## src/rtl/xillybus_rd_sched.sv

```systemverilog
// -----------------------------------------------------------------------------
// xillybus_rd_sched
//
// Purpose:
//   Multiplexes up to four requester FIFOs onto one upstream Xillybus read
//   stream. Sources are granted round-robin. Each grant produces one header
//   word followed by up to MAX_BURST data words copied from the granted
//   source FIFO. Back-pressure from the output FIFO is absorbed by a
//   one-entry hold register, so no word is lost, duplicated or reordered.
//
// Header word layout:
//   [31:24] 8'hA5   [23:18] zero   [17:16] source   [15:8] seq   [7:0] len
//
// Ports:
//   bus_clk     in   sole clock, rising edge
//   bus_rst     in   synchronous active-high reset
//   host_open   in   upstream read stream opened by the host
//   src_en      in   per-source enable
//   src_count   in   words held in each source FIFO, source i at [10i+9:10i]
//   src_data    in   read data of each source FIFO, source i at [32i+31:32i],
//                    valid the cycle after its src_rden
//   src_rden    out  read strobe per source FIFO, one-hot or zero
//   out_data    out  word written to the upstream output FIFO (0 when idle)
//   out_wren    out  write strobe to the upstream output FIFO
//   out_full    in   upstream output FIFO full
//   busy        out  high whenever the scheduler is not idle
//   cur_src     out  index of the granted source, held after the burst
//   burst_done  out  one-cycle pulse with the last data write of a burst
//   state_dbg   out  current FSM state (0 idle, 1 header, 2 data)
//
// Handshake: a word transfers to the output FIFO in any cycle where
// out_wren=1; out_wren is only ever raised while out_full=0. A source FIFO
// pops in any cycle where its src_rden=1 and returns the word on src_data in
// the following cycle.
// -----------------------------------------------------------------------------
module xillybus_rd_sched #(
    parameter int MAX_BURST = 64,
    parameter int NSRC      = 4
) (
    input  logic                 bus_clk,
    input  logic                 bus_rst,
    input  logic                 host_open,
    input  logic [NSRC-1:0]      src_en,
    input  logic [NSRC*10-1:0]   src_count,
    input  logic [NSRC*32-1:0]   src_data,
    output logic [NSRC-1:0]      src_rden,
    output logic [31:0]          out_data,
    output logic                 out_wren,
    input  logic                 out_full,
    output logic                 busy,
    output logic [1:0]           cur_src,
    output logic                 burst_done,
    output logic [1:0]           state_dbg
);

    localparam logic [9:0] MAXB10 = 10'(MAX_BURST);
    localparam logic [7:0] MAXB8  = 8'(MAX_BURST);

    typedef enum logic [1:0] {
        S_IDLE = 2'd0,
        S_HDR  = 2'd1,
        S_DATA = 2'd2
    } state_t;

    state_t                 state_q, state_d;
    logic [1:0]             cur_src_q, cur_src_d;
    logic [1:0]             last_q, last_d;
    logic [7:0]             len_q, len_d;
    logic [7:0]             issued_q, issued_d;
    logic [7:0]             written_q, written_d;
    logic                   hold_vld_q, hold_vld_d;
    logic [31:0]            hold_data_q, hold_data_d;
    logic                   rd_pend_q, rd_pend_d;
    logic [NSRC-1:0][7:0]   seq_q, seq_d;

    logic [NSRC-1:0][9:0]   cnt;
    logic [NSRC-1:0][31:0]  dat;
    logic                   grant_found;
    logic [1:0]             grant_idx;
    logic [1:0]             cand;
    logic [9:0]             grant_cnt;
    logic [7:0]             grant_len;

    assign cnt = src_count;
    assign dat = src_data;

    // Rotating-priority search: first eligible source strictly after the
    // last granted one, wrapping around (the last-granted source is tried last).
    always_comb begin
        grant_found = 1'b0;
        grant_idx   = last_q;
        cand        = last_q;
        for (int k = 1; k <= NSRC; k++) begin
            cand = last_q + k[1:0];
            if (!grant_found && src_en[cand] && (cnt[cand] != 10'd0)) begin
                grant_found = 1'b1;
                grant_idx   = cand;
            end
        end
        grant_cnt = cnt[grant_idx];
        grant_len = (grant_cnt > MAXB10) ? MAXB8 : grant_cnt[7:0];
    end

    // Outputs are combinational from registered state because writes and
    // reads must be withheld in the very cycle out_full is high.
    always_comb begin
        state_d     = state_q;
        cur_src_d   = cur_src_q;
        last_d      = last_q;
        len_d       = len_q;
        issued_d    = issued_q;
        written_d   = written_q;
        hold_vld_d  = hold_vld_q;
        hold_data_d = hold_data_q;
        rd_pend_d   = rd_pend_q;
        seq_d       = seq_q;
        src_rden    = '0;
        out_data    = 32'd0;
        out_wren    = 1'b0;
        burst_done  = 1'b0;

        case (state_q)
            S_IDLE: begin
                if (host_open && grant_found) begin
                    cur_src_d  = grant_idx;
                    last_d     = grant_idx;
                    len_d      = grant_len;
                    issued_d   = 8'd0;
                    written_d  = 8'd0;
                    hold_vld_d = 1'b0;
                    rd_pend_d  = 1'b0;
                    state_d    = S_HDR;
                end
            end

            S_HDR: begin
                if (!out_full) begin
                    out_wren           = 1'b1;
                    out_data           = {8'hA5, 6'd0, cur_src_q, seq_q[cur_src_q], len_q};
                    seq_d[cur_src_q]   = seq_q[cur_src_q] + 8'd1;
                    state_d            = S_DATA;
                end
            end

            S_DATA: begin
                rd_pend_d = 1'b0;
                // A held word and a word returning from the FIFO never coexist:
                // a read is only issued while the hold register is empty and
                // the output is not full, so it can only fill on the cycle after.
                if (hold_vld_q) begin
                    if (!out_full) begin
                        out_wren   = 1'b1;
                        out_data   = hold_data_q;
                        hold_vld_d = 1'b0;
                    end
                end else if (rd_pend_q) begin
                    if (!out_full) begin
                        out_wren = 1'b1;
                        out_data = dat[cur_src_q];
                    end else begin
                        hold_vld_d  = 1'b1;
                        hold_data_d = dat[cur_src_q];
                    end
                end

                if (!hold_vld_q && !out_full && (issued_q < len_q)) begin
                    src_rden[cur_src_q] = 1'b1;
                    issued_d            = issued_q + 8'd1;
                    rd_pend_d           = 1'b1;
                end

                if (out_wren) begin
                    written_d = written_q + 8'd1;
                    if (written_d == len_q) begin
                        burst_done = 1'b1;
                        state_d    = S_IDLE;
                    end
                end
            end

            default: begin
                state_d = S_IDLE;
            end
        endcase
    end

    always_ff @(posedge bus_clk) begin
        if (bus_rst) begin
            state_q     <= S_IDLE;
            cur_src_q   <= 2'd0;
            last_q      <= 2'd3;
            len_q       <= 8'd0;
            issued_q    <= 8'd0;
            written_q   <= 8'd0;
            hold_vld_q  <= 1'b0;
            hold_data_q <= 32'd0;
            rd_pend_q   <= 1'b0;
            seq_q       <= '0;
        end else begin
            state_q     <= state_d;
            cur_src_q   <= cur_src_d;
            last_q      <= last_d;
            len_q       <= len_d;
            issued_q    <= issued_d;
            written_q   <= written_d;
            hold_vld_q  <= hold_vld_d;
            hold_data_q <= hold_data_d;
            rd_pend_q   <= rd_pend_d;
            seq_q       <= seq_d;
        end
    end

    assign busy      = (state_q != S_IDLE);
    assign cur_src   = cur_src_q;
    assign state_dbg = state_q;

endmodule

```

## config.mk

```make
export PLATFORM = sky130hd
export DESIGN_NAME = xillybus_rd_sched
export DESIGN_NICKNAME = d
export VERILOG_FILES = /design/src/rtl/xillybus_rd_sched.sv
export SDC_FILE = /design/constraint.sdc
export NUM_CORES = 1
export LEC_CHECK = 0
export BUFFER_PORTS_ARGS = -buffer_cell sky130_fd_sc_hd__buf_4
export CAP_MARGIN = 5
export CELL_PAD_IN_SITES_DETAIL_PLACEMENT = 1
export CELL_PAD_IN_SITES_GLOBAL_PLACEMENT = 2
export CORE_ASPECT_RATIO = 0.5
export CORE_MARGIN = 4
export CORE_UTILIZATION = 31
export CTS_CLUSTER_SIZE = 25
export DETAILED_ROUTE_END_ITERATION = 12
export GPL_TIMING_DRIVEN = 0
export PLACE_DENSITY = 0.89
export SLEW_MARGIN = 5
export SYNTH_ARGS = -nofsm -noshare
export SYNTH_HDL_FRONTEND = slang
export SYNTH_SLANG_ARGS = --single-unit
```

## constraint.sdc

```tcl
create_clock -name bus_clk -period 6.9 [get_ports bus_clk]
set_input_delay 0.69 -clock bus_clk [delete_from_list [all_inputs] [get_ports bus_clk]]
set_output_delay 0.69 -clock bus_clk [all_outputs]
set_load 0.02 [all_outputs]
```

Yosys cells after proc, flatten, opt, wreduce, memory -nomap -nowiden
Cells that the tools add are included.
{"block": "totals", "ff_bits": 96, "elab_cells": 137}
{"block": "classes", "n_addsub": 6, "n_lt_le_gt_ge": 9, "eq_ne": 8, "mux": 69, "bitwise": 2, "n_reduce_logical": 30}
{"operator": "$mux W32", "n": 6}
{"operator": "$bmux W10 S2", "n": 5}
{"operator": "$bmux W32 S2", "n": 1}
{"operator": "$pmux W32 S2", "n": 1}
{"operator": "$mux W10", "n": 5}
{"operator": "$mux W8", "n": 6}
{"operator": "$reduce_bool A10 Y1", "n": 4}
{"operator": "$bwmux W32", "n": 1}
{"operator": "$pmux W8 S2", "n": 2}
{"operator": "$add A8 B1 Y8 const B", "n": 3}
{"operator": "$mux W1", "n": 21}
{"operator": "$lt A2 B3 Y1 const B", "n": 6}
{"operator": "$bmux W8 S2", "n": 1}
{"operator": "$demux W8 S2", "n": 1}
{"operator": "$mux W2", "n": 8}
{"operator": "$logic_and A1 B1 Y1", "n": 11}
{"operator": "$gt A10 B7 Y1 const B", "n": 1}
{"operator": "$ne A2 B2 Y1 const B", "n": 5}
{"operator": "$bmux W1 S2", "n": 4}
{"operator": "$eq A8 B8 Y1", "n": 1}
{"operator": "$lt A8 B8 Y1", "n": 1}
{"operator": "$mux W4", "n": 2}
{"operator": "$reduce_and A4 Y1", "n": 2}
{"operator": "$pmux W1 S2", "n": 3}
{"operator": "other kinds (13)", "n": 23}

Logic depth before layout (Yosys ltp)
Gate-level depths: netlist of run 1.
{"block": "logic_depth", "ltp_word": 22, "depth_mapped": 11, "depth_no_buf": 9}

Worst setup path before layout of run 1
Ideal clock, no wire load.
{"block": "synth_path", "path_kind": "register to output", "startpoint": "reg cur_src_q[0], in the netlist cur_src[0]", "endpoint": "out out_data[21]", "t_arrival_ns": 2.377, "required_time_ns": 6.210, "slack_ns": 3.833, "path_stages_with_launch": 7, "n_path_buf": 3, "cell_sequence": "dfxtp_1 > buf_2 > buf_1 > buf_2 > mux4_2 > a22oi_1 > nor2_1"}
{"block": "synth_via", "elab_chain_len": 6}
{"item": "start, declared", "line": "66", "source": "logic [1:0] cur_src_q, cur_src_d;"}
{"item": "start signal, assigned", "line": "201", "source": "cur_src_q <= cur_src_d;"}
{"item": "$bmux W32 S2", "line": "159", "source": "out_data = dat[cur_src_q];"}
{"item": "$mux W32 (not written as such)", "line": "159"}
{"item": "$mux W32", "line": "157", "source": "if (!out_full) begin"}
{"item": "$mux W32", "line": "156", "source": "end else if (rd_pend_q) begin"}
{"item": "$mux W32", "line": "150", "source": "if (hold_vld_q) begin"}
{"item": "$pmux W32 S2", "line": "122", "source": "case (state_q)"}
{"item": "end, declared", "line": "47", "source": "output logic [31:0] out_data,"}
No other way between the ends. The select of a mux whose other input is x is not followed.

Worst setup path in the final report of run 1
{"block": "layout_path", "startpoint": "reg cur_src_q[1], in the netlist cur_src[1]", "endpoint": "out out_data[1]"}
Same word-level chain as after synthesis.

==> results.cfg, run 1 <==
[clock_tree]
worstSkewPairLatency_ns = 0.36
clkTransAtPathRegs_ns = 0.07
cts-root-to-sink-buffers = 2
clock_tree.root_cell = sky130_fd_sc_hd__clkbuf_16
h-tree-depth = 3
cts_tree = built
numCtsBuffers = 9
cts-hold-fix-buffers = 0
clock_sinks = 96
cts_setup_buffers = 0
post_cts_resize_count = 0

[layout]
nNetsFinal = 1113
syn_to_final_growth_pct = 37.9
drive_above_1_share_pct = 31.5
final_core_util_pct = 44.3

[worst_setup_path]
data_arrival_time_at_the_worst_slack_endpoint_ns = 3.42
critical_path_class = reg -> out
critical_path_top_delay_cell = sky130_fd_sc_hd__clkbuf_1
required_ns = 6.21
critical_path.endpoint_type = output pin
critical_path.startpoint_type = flip-flop
cp_common_cell = sky130_fd_sc_hd__clkbuf_1
critical_path.max_fanout = 10
slowest_delay_ns = 0.67
crit_chain = clkbuf_1 -> clkbuf_1 -> clkbuf_1 -> mux4_2 -> a22oi_1 -> o22ai_1 -> buf_4
rrSetupSlack_ns = 3.75

[logic_synthesis]
dominant_combinational_cell_family_by_area_after_synthesis = compound AO/OA/AOI/OAI gates
adder_and_majority_gate_portion_of_the_synthesized_area_pct = 2.70
yosys.area_share.simple_pct = 17.9
synth-xor-area-share_pct = 2.93
yosys_warnings = 0
synth_area_leader_cell = sky130_fd_sc_hd__dfxtp_1
synthDominantCellAreaShare_pct = 31.9
synth_seq_area_share_pct = 31.9
nets_in_the_synthesized_netlist = 884
syn_inst = 695
synth_area_um2 = 6020
synthTopCellsByArea = sky130_fd_sc_hd__dfxtp_1 32%, sky130_fd_sc_hd__mux4_2 15%, sky130_fd_sc_hd__nand2_1 6.9%, sky130_fd_sc_hd__a22oi_1 5.0%, sky130_fd_sc_hd__nor2_1 4.7%
async_reset_ff_share_pct = 0
ys_dominant_reg_cell = sky130_fd_sc_hd__dfxtp_1
synth-compound-area-share_pct = 21.3
yosysUniqueCellTypes = 56
syn-mean-instance-area_um2 = 8.66
synth.area.mux_share_pct = 18.5
synth-edff-count = 0
ys_seq_elements = 96

[power]
cellPowerDensity_nw_per_um2 = 234
ir_drop_mv = 0.119
leakagePower_nw = 3.09

[global_routing]
grt_pass1_wl_mm = 37.1
gr-total-overflow = 0
grt_max_degree = 20
number_of_antenna_violations_at_the_first_check_in_global_routing = 1
global_route.usage.total_pct = 21.5
first_global_vias = 6774

[sta]
period_share_pct = 59.6
tightest_slew_ns = 1.16
report.final.setup_viol = 0
min_period_ns = 4.11
fin_setup_tns_ns = 0
slew_limit_headroom_pct = 22.1
timing.clock.skew_ns = 0.0102
drv_slew = 0
grt_setup_unrepaired = false
timing_hold_violations_final = 0
maxClockFrequency_ghz = 0.243

[detailed_routing]
ant_nets = 0
wl_mm = 24.1
detail_route.vias_per_cell = 5.39
wl_per_cell_um = 20.2
drc = 0
vias = 6414
drt_pass1_iterations = 5
first_iter_violations = 316

[min_path]
min_path_type = reg -> reg

[floorplan]
std_cell_rows = 35
floorplan.initialDensity_pct = 32.1
die_area_um2 = 21800
die_w_um = 205
fp.dieH_um = 107
io_pins = 219
core_area_um2 = 18700

[place]
gp_congestion = 0.853
hpwlAfterDp_mm = 19.3
place.port_buffers = 218

[job]
maxCapViolations = 0

[outcome]
status = finished, final reports clean
-- final cells by class --
| class | instances | area [um^2] |
|---|---|---|
| tap | 259 | 324 |
| inverter | 21 | 78.8 |
| sequential | 96 | 1920 |
| clock buffer | 9 | 225 |
| clock inverter | 7 | 95.1 |
| antenna | 1 | 2.50 |
| buffer | 49 | 208 |
| timing repair buffer | 218 | 1640 |
| fill | 2292 | 10400 |
| multi-input combinational | 529 | 3810 |
-- cell families (layout without fill, tap and decap cells) --
group	after synthesis	after routing
simple gates	246	246
compound gates	193	193
flops	96	96
buf+inv	70	304
mux	60	60
xor+xnor	17	17
fa+ha+maj	13	13
other cells	0	1
-- registers in the layout, summed over array words and instances, names as in the netlist --
signal,cells
hold_data_q,32
seq_q,32
issued_q,8
len_q,8
written_q,8
cur_src,2
last_q,2
state_dbg,2
hold_vld_q,1
rd_pend_q,1
-- cell usage in the layout (no fill, tap or decap), drive strengths merged, types with 5 or more instances in the layout --
cell type / Yosys / final
mux4: 41 / 41
xnor2: 7 / 7
dfxtp: 96 / 96
nor3: 8 / 8
o31ai: 5 / 5
nand2b: 5 / 5
nand2: 110 / 110
a211oi: 33 / 33
a22oi: 40 / 40
nor4: 11 / 11
o22ai: 8 / 8
o21ai: 33 / 33
inv: 21 / 25
clkbuf: 39 / 48
mux2i: 18 / 18
buf: 10 / 228
ha: 13 / 13
a21oi: 50 / 50
nor2: 76 / 76
xor2: 8 / 8
nand3: 12 / 12
-- stage by stage --
| step | total power, W | cells | area [um^2] | setup slack, ns | hold slack (ns) |
|---|---|---|---|---|---|
| final | 0.00194 | 1189 | 8300 | 2.79 | 0.457 |
| after global routing | 0.00205 | 1189 | 8300 | 2.60 | 0.477 |
| after CTS | 0.00196 | 1188 | 8300 | 2.78 | 0.458 |
| after detailed placement | 0.00141 | 1172 | 7980 | 3.17 | 0.449 |
| after global placement | 0.00139 | 1172 | 7980 | 3.19 | 0.442 |
| after floorplan | 0.00112 | 695 | 6020 | 3.83 | 0.436 |
-- synth_stat cells (3+ instances only) --
cell	number
sky130_fd_sc_hd__a211oi_1	32
sky130_fd_sc_hd__a21o_1	4
sky130_fd_sc_hd__a21oi_1	50
sky130_fd_sc_hd__a22oi_1	40
sky130_fd_sc_hd__a31oi_1	4
sky130_fd_sc_hd__and2_1	3
sky130_fd_sc_hd__and3_1	4
sky130_fd_sc_hd__buf_1	3
sky130_fd_sc_hd__buf_2	4
sky130_fd_sc_hd__clkbuf_1	39
sky130_fd_sc_hd__dfxtp_1	96
sky130_fd_sc_hd__ha_1	13
sky130_fd_sc_hd__inv_1	21
sky130_fd_sc_hd__mux2i_1	18
sky130_fd_sc_hd__mux4_2	41
sky130_fd_sc_hd__nand2_1	110
sky130_fd_sc_hd__nand2b_1	5
sky130_fd_sc_hd__nand3_1	12
sky130_fd_sc_hd__nor2_1	76
sky130_fd_sc_hd__nor2b_1	3
sky130_fd_sc_hd__nor3_1	8
sky130_fd_sc_hd__nor4_1	9
sky130_fd_sc_hd__o21ai_0	30
sky130_fd_sc_hd__o22ai_1	8
sky130_fd_sc_hd__o31ai_1	4
sky130_fd_sc_hd__or3_1	4
sky130_fd_sc_hd__or4_1	4
sky130_fd_sc_hd__xnor2_1	7
sky130_fd_sc_hd__xor2_1	8
-- worst paths after layout --
check | cells past startpoint | startpoint | end
max reg2reg | 7 | cur_src[0] | seq_q[26]
min | 2 | hold_data_q[28] | hold_data_q[28]
min reg2reg | 2 | hold_data_q[28] | hold_data_q[28]
max | 7 | cur_src[1] | out_data[1]
-- power by group --
part / switching (W) / internal, W
clock: 0.000249 / 0.000293
combinational: 0.000448 / 0.000331
sequential: 0.0000323 / 0.000590
total: 0.000730 / 0.00121
-- per-layer routing --
layer / vias up / track usage [%] / part of all wire [%]
li1: 3030 / - / -
met3: 13 / 4.75 / 7.1
met5: - / 0 / 0
met4: 0 / 4.06 / 0.70
met1: 3173 / 28.4 / 45
met2: 198 / 36.7 / 48
-- critical path, delay by kind of cell (launching register included) --
family	cells	cell delay, ns
compound gates	2	0.37
buf+inv	4	1.84
flops	1	0.40
mux	1	0.44
(Power assumes the default switching activity.)
==> inputs of run 2 (changes only) <==
--- a/config.mk
+++ b/config.mk
@@ -11,11 +11,11 @@
 export CELL_PAD_IN_SITES_GLOBAL_PLACEMENT = 2
 export CORE_ASPECT_RATIO = 0.5
 export CORE_MARGIN = 4
-export CORE_UTILIZATION = 31
+export CORE_UTILIZATION = 26
 export CTS_CLUSTER_SIZE = 25
 export DETAILED_ROUTE_END_ITERATION = 12
 export GPL_TIMING_DRIVEN = 0
-export PLACE_DENSITY = 0.89
+export PLACE_DENSITY = 0.8
 export SLEW_MARGIN = 5
 export SYNTH_ARGS = -nofsm -noshare
 export SYNTH_HDL_FRONTEND = slang
==> constraint.sdc (replaced) <==
create_clock -name bus_clk -period 3.4 [get_ports bus_clk]
set_input_delay 0.34 -clock bus_clk [delete_from_list [all_inputs] [get_ports bus_clk]]
set_output_delay 0.34 -clock bus_clk [all_outputs]
set_load 0.02 [all_outputs]
==> run 2 against run 1 <==
Against the previous run: via count fell by 0.87%; clock skew fell by 0.0012 ns; setup slack got worse by 2.6 ns; sequential power rose by 100%; hold slack got worse by 0.20 ns; power rose by 99%; core utilization fell by 7.7 points.
==> results.cfg, run 2 (synthesis gave the netlist of run 1 again) <==
[power]
seq_power_share_pct = 32.7
net-switching-power_w = 0.00147
power.share.clock_pct = 26.1
cell_internal_pwr_w = 0.00239
post_layout_power_w = 0.00386
power.share.switching_pct = 38.1
p_comb_share_pct = 41.2
ir_drop_mv = 0.240
cellPowerDensity_nw_per_um2 = 463
leakagePower_nw = 3.10

[floorplan]
core_area_um2 = 22800
std_cell_rows = 39
fp.dieH_um = 116
io_pins = 219
die_area_um2 = 25800
floorplan.initialDensity_pct = 26.4
die_w_um = 223

[layout]
syn_to_final_growth_pct = 38.7
mostFrequentLayoutCell = sky130_fd_sc_hd__buf_4
nNetsFinal = 1112
num_antenna_cells = 0
drive_above_1_share_pct = 32.3
largestRegisters = hold_data_q: 32 flops, seq_q: 32 flops
mostFrequentLayoutCells = 220 x sky130_fd_sc_hd__buf_4, 110 x sky130_fd_sc_hd__nand2_1, 96 x sky130_fd_sc_hd__dfxtp_1

[detailed_routing]
vias = 6358
drc = 0
ant_nets = 0
detail_route.vias_per_cell = 5.15
drt_pass1_iterations = 5
first_iter_violations = 283
wl_per_cell_um = 19.9
wl_mm = 24.5

[clock_tree]
clock_tree.root_cell = sky130_fd_sc_hd__clkbuf_16
numCtsBuffers = 9
cts_tree = built
cts-root-to-sink-buffers = 2
clock_sinks = 96
worstSkewPairLatency_ns = 0.35
h-tree-depth = 3
clkTransAtPathRegs_ns = 0.08
cts_setup_buffers = 0
cts-hold-fix-buffers = 0

[sta]
slew_limit_headroom_pct = 30.7
maxClockFrequency_ghz = 0.310
timing_hold_violations_final = 0
tightest_slew_ns = 1.03
report.final.setup_viol = 0
drv_slew = 0
min_period_ns = 3.23
period_share_pct = 95.0
timing.clock.skew_ns = 0.00897
fin_setup_tns_ns = 0
grt_setup_unrepaired = false

[worst_setup_path]
data_arrival_time_at_the_worst_slack_endpoint_ns = 2.89
r2r.worst_path.cells = 7
critical_path_class = reg -> out
critical_path.endpoint_type = output pin
critical_path.startpoint_type = flip-flop
required_ns = 3.06
critical_path.max_fanout = 10

[global_routing]
number_of_antenna_violations_at_the_first_check_in_global_routing = 0
gr-total-overflow = 0
grt_max_degree = 19
first_global_vias = 6773
grt_pass1_wl_mm = 38.2
global_route.usage.total_pct = 18.7

[outcome]
status = finished, final reports clean

[min_path]
min_path_type = in -> reg
worstHoldPathCells = 3

[job]
maxCapViolations = 0

[place]
gp_congestion = 0.868
place.port_buffers = 218
hpwlAfterDp_mm = 19.7
## run 2: changes by cell type in the layout (fill, tap and decap cells not counted), sizes merged
cell and delta:
clkbuf -1, buf -2, clkdlybuf4s15 +1, clkdlybuf4s18 +1, bufinv -1, clkinv +1, diode -1
## run 2: per-stage QoR
stage	worst slack, ns	std cells	area (um^2)	util (%)	hold WS [ns]
finish	0.169	1235	8350	36.6	0.261
CTS	0.0548	1236	8350	36.6	0.251
detailed placement	-0.0733	1220	8040	35.3	0.449
global placement	-0.0408	1220	8040	35.3	0.442
global route	0.00317	1235	8350	36.6	0.275
floorplan	0.683	695	6020	-	0.436
## run 2: power by group through the flow
| stage | Clock (W) | Sequential (W) | Combinational [W] |
|---|---|---|---|
| floorplan | 0 | 0.00128 | 0.000989 |
| global placement | 0 | 0.00129 | 0.00157 |
| detailed placement | 0 | 0.00129 | 0.00159 |
| CTS | 0.00104 | 0.00126 | 0.00161 |
| global route | 0.00108 | 0.00127 | 0.00174 |
| finish | 0.00101 | 0.00126 | 0.00159 |
## run 2: metal layers
metal	global-route usage, %	up-vias	wire, um	part of all wire (%)
li1	-	3037	-	-
met1	26.1	3163	11600	47
met2	31.5	147	11800	48
met3	3.19	11	1040	4.2
met4	2.83	0	148	0.60
met5	0	-	0	0
## run 2: what timing repair did
item,in CTS,in global routing
setup endpoints to repair,28,17
cloned,0,0
endpoints found under the hold margin,0,0
gates resized for setup,10,1
## run 2: critical path: stages, from the launching register on
cell and delay (ns):
sky130_fd_sc_hd__dfxtp_1 0.42, sky130_fd_sc_hd__buf_2 0.37, sky130_fd_sc_hd__clkdlybuf4s15_2 0.59, sky130_fd_sc_hd__mux4_2 0.60, sky130_fd_sc_hd__a22oi_1 0.22, sky130_fd_sc_hd__o22ai_1 0.13
sky130_fd_sc_hd__buf_4 0.20
## run 2: path summary, 6_finish.rpt
kind | from | end | slack (ns)
worst max-delay path | cur_src[0] | out_data[1] | 0.17
worst min-delay path | src_count[4] | len_q[4] | 0.26
worst max register to register | cur_src[0] | seq_q[27] | 0.46
worst min register to register | hold_data_q[7] | hold_data_q[7] | 0.46
## run 2: area by class of cell
class	instances	area, um^2
Fill cell	2697	14400
Inverter	21	78.8
Clock inverter	7	62.6
Buffer	48	226
Sequential cell	96	1920
Clock buffer	9	225
Multi-Input combinational cell	529	3810
Timing Repair Buffer	218	1640
Tap cell	307	384
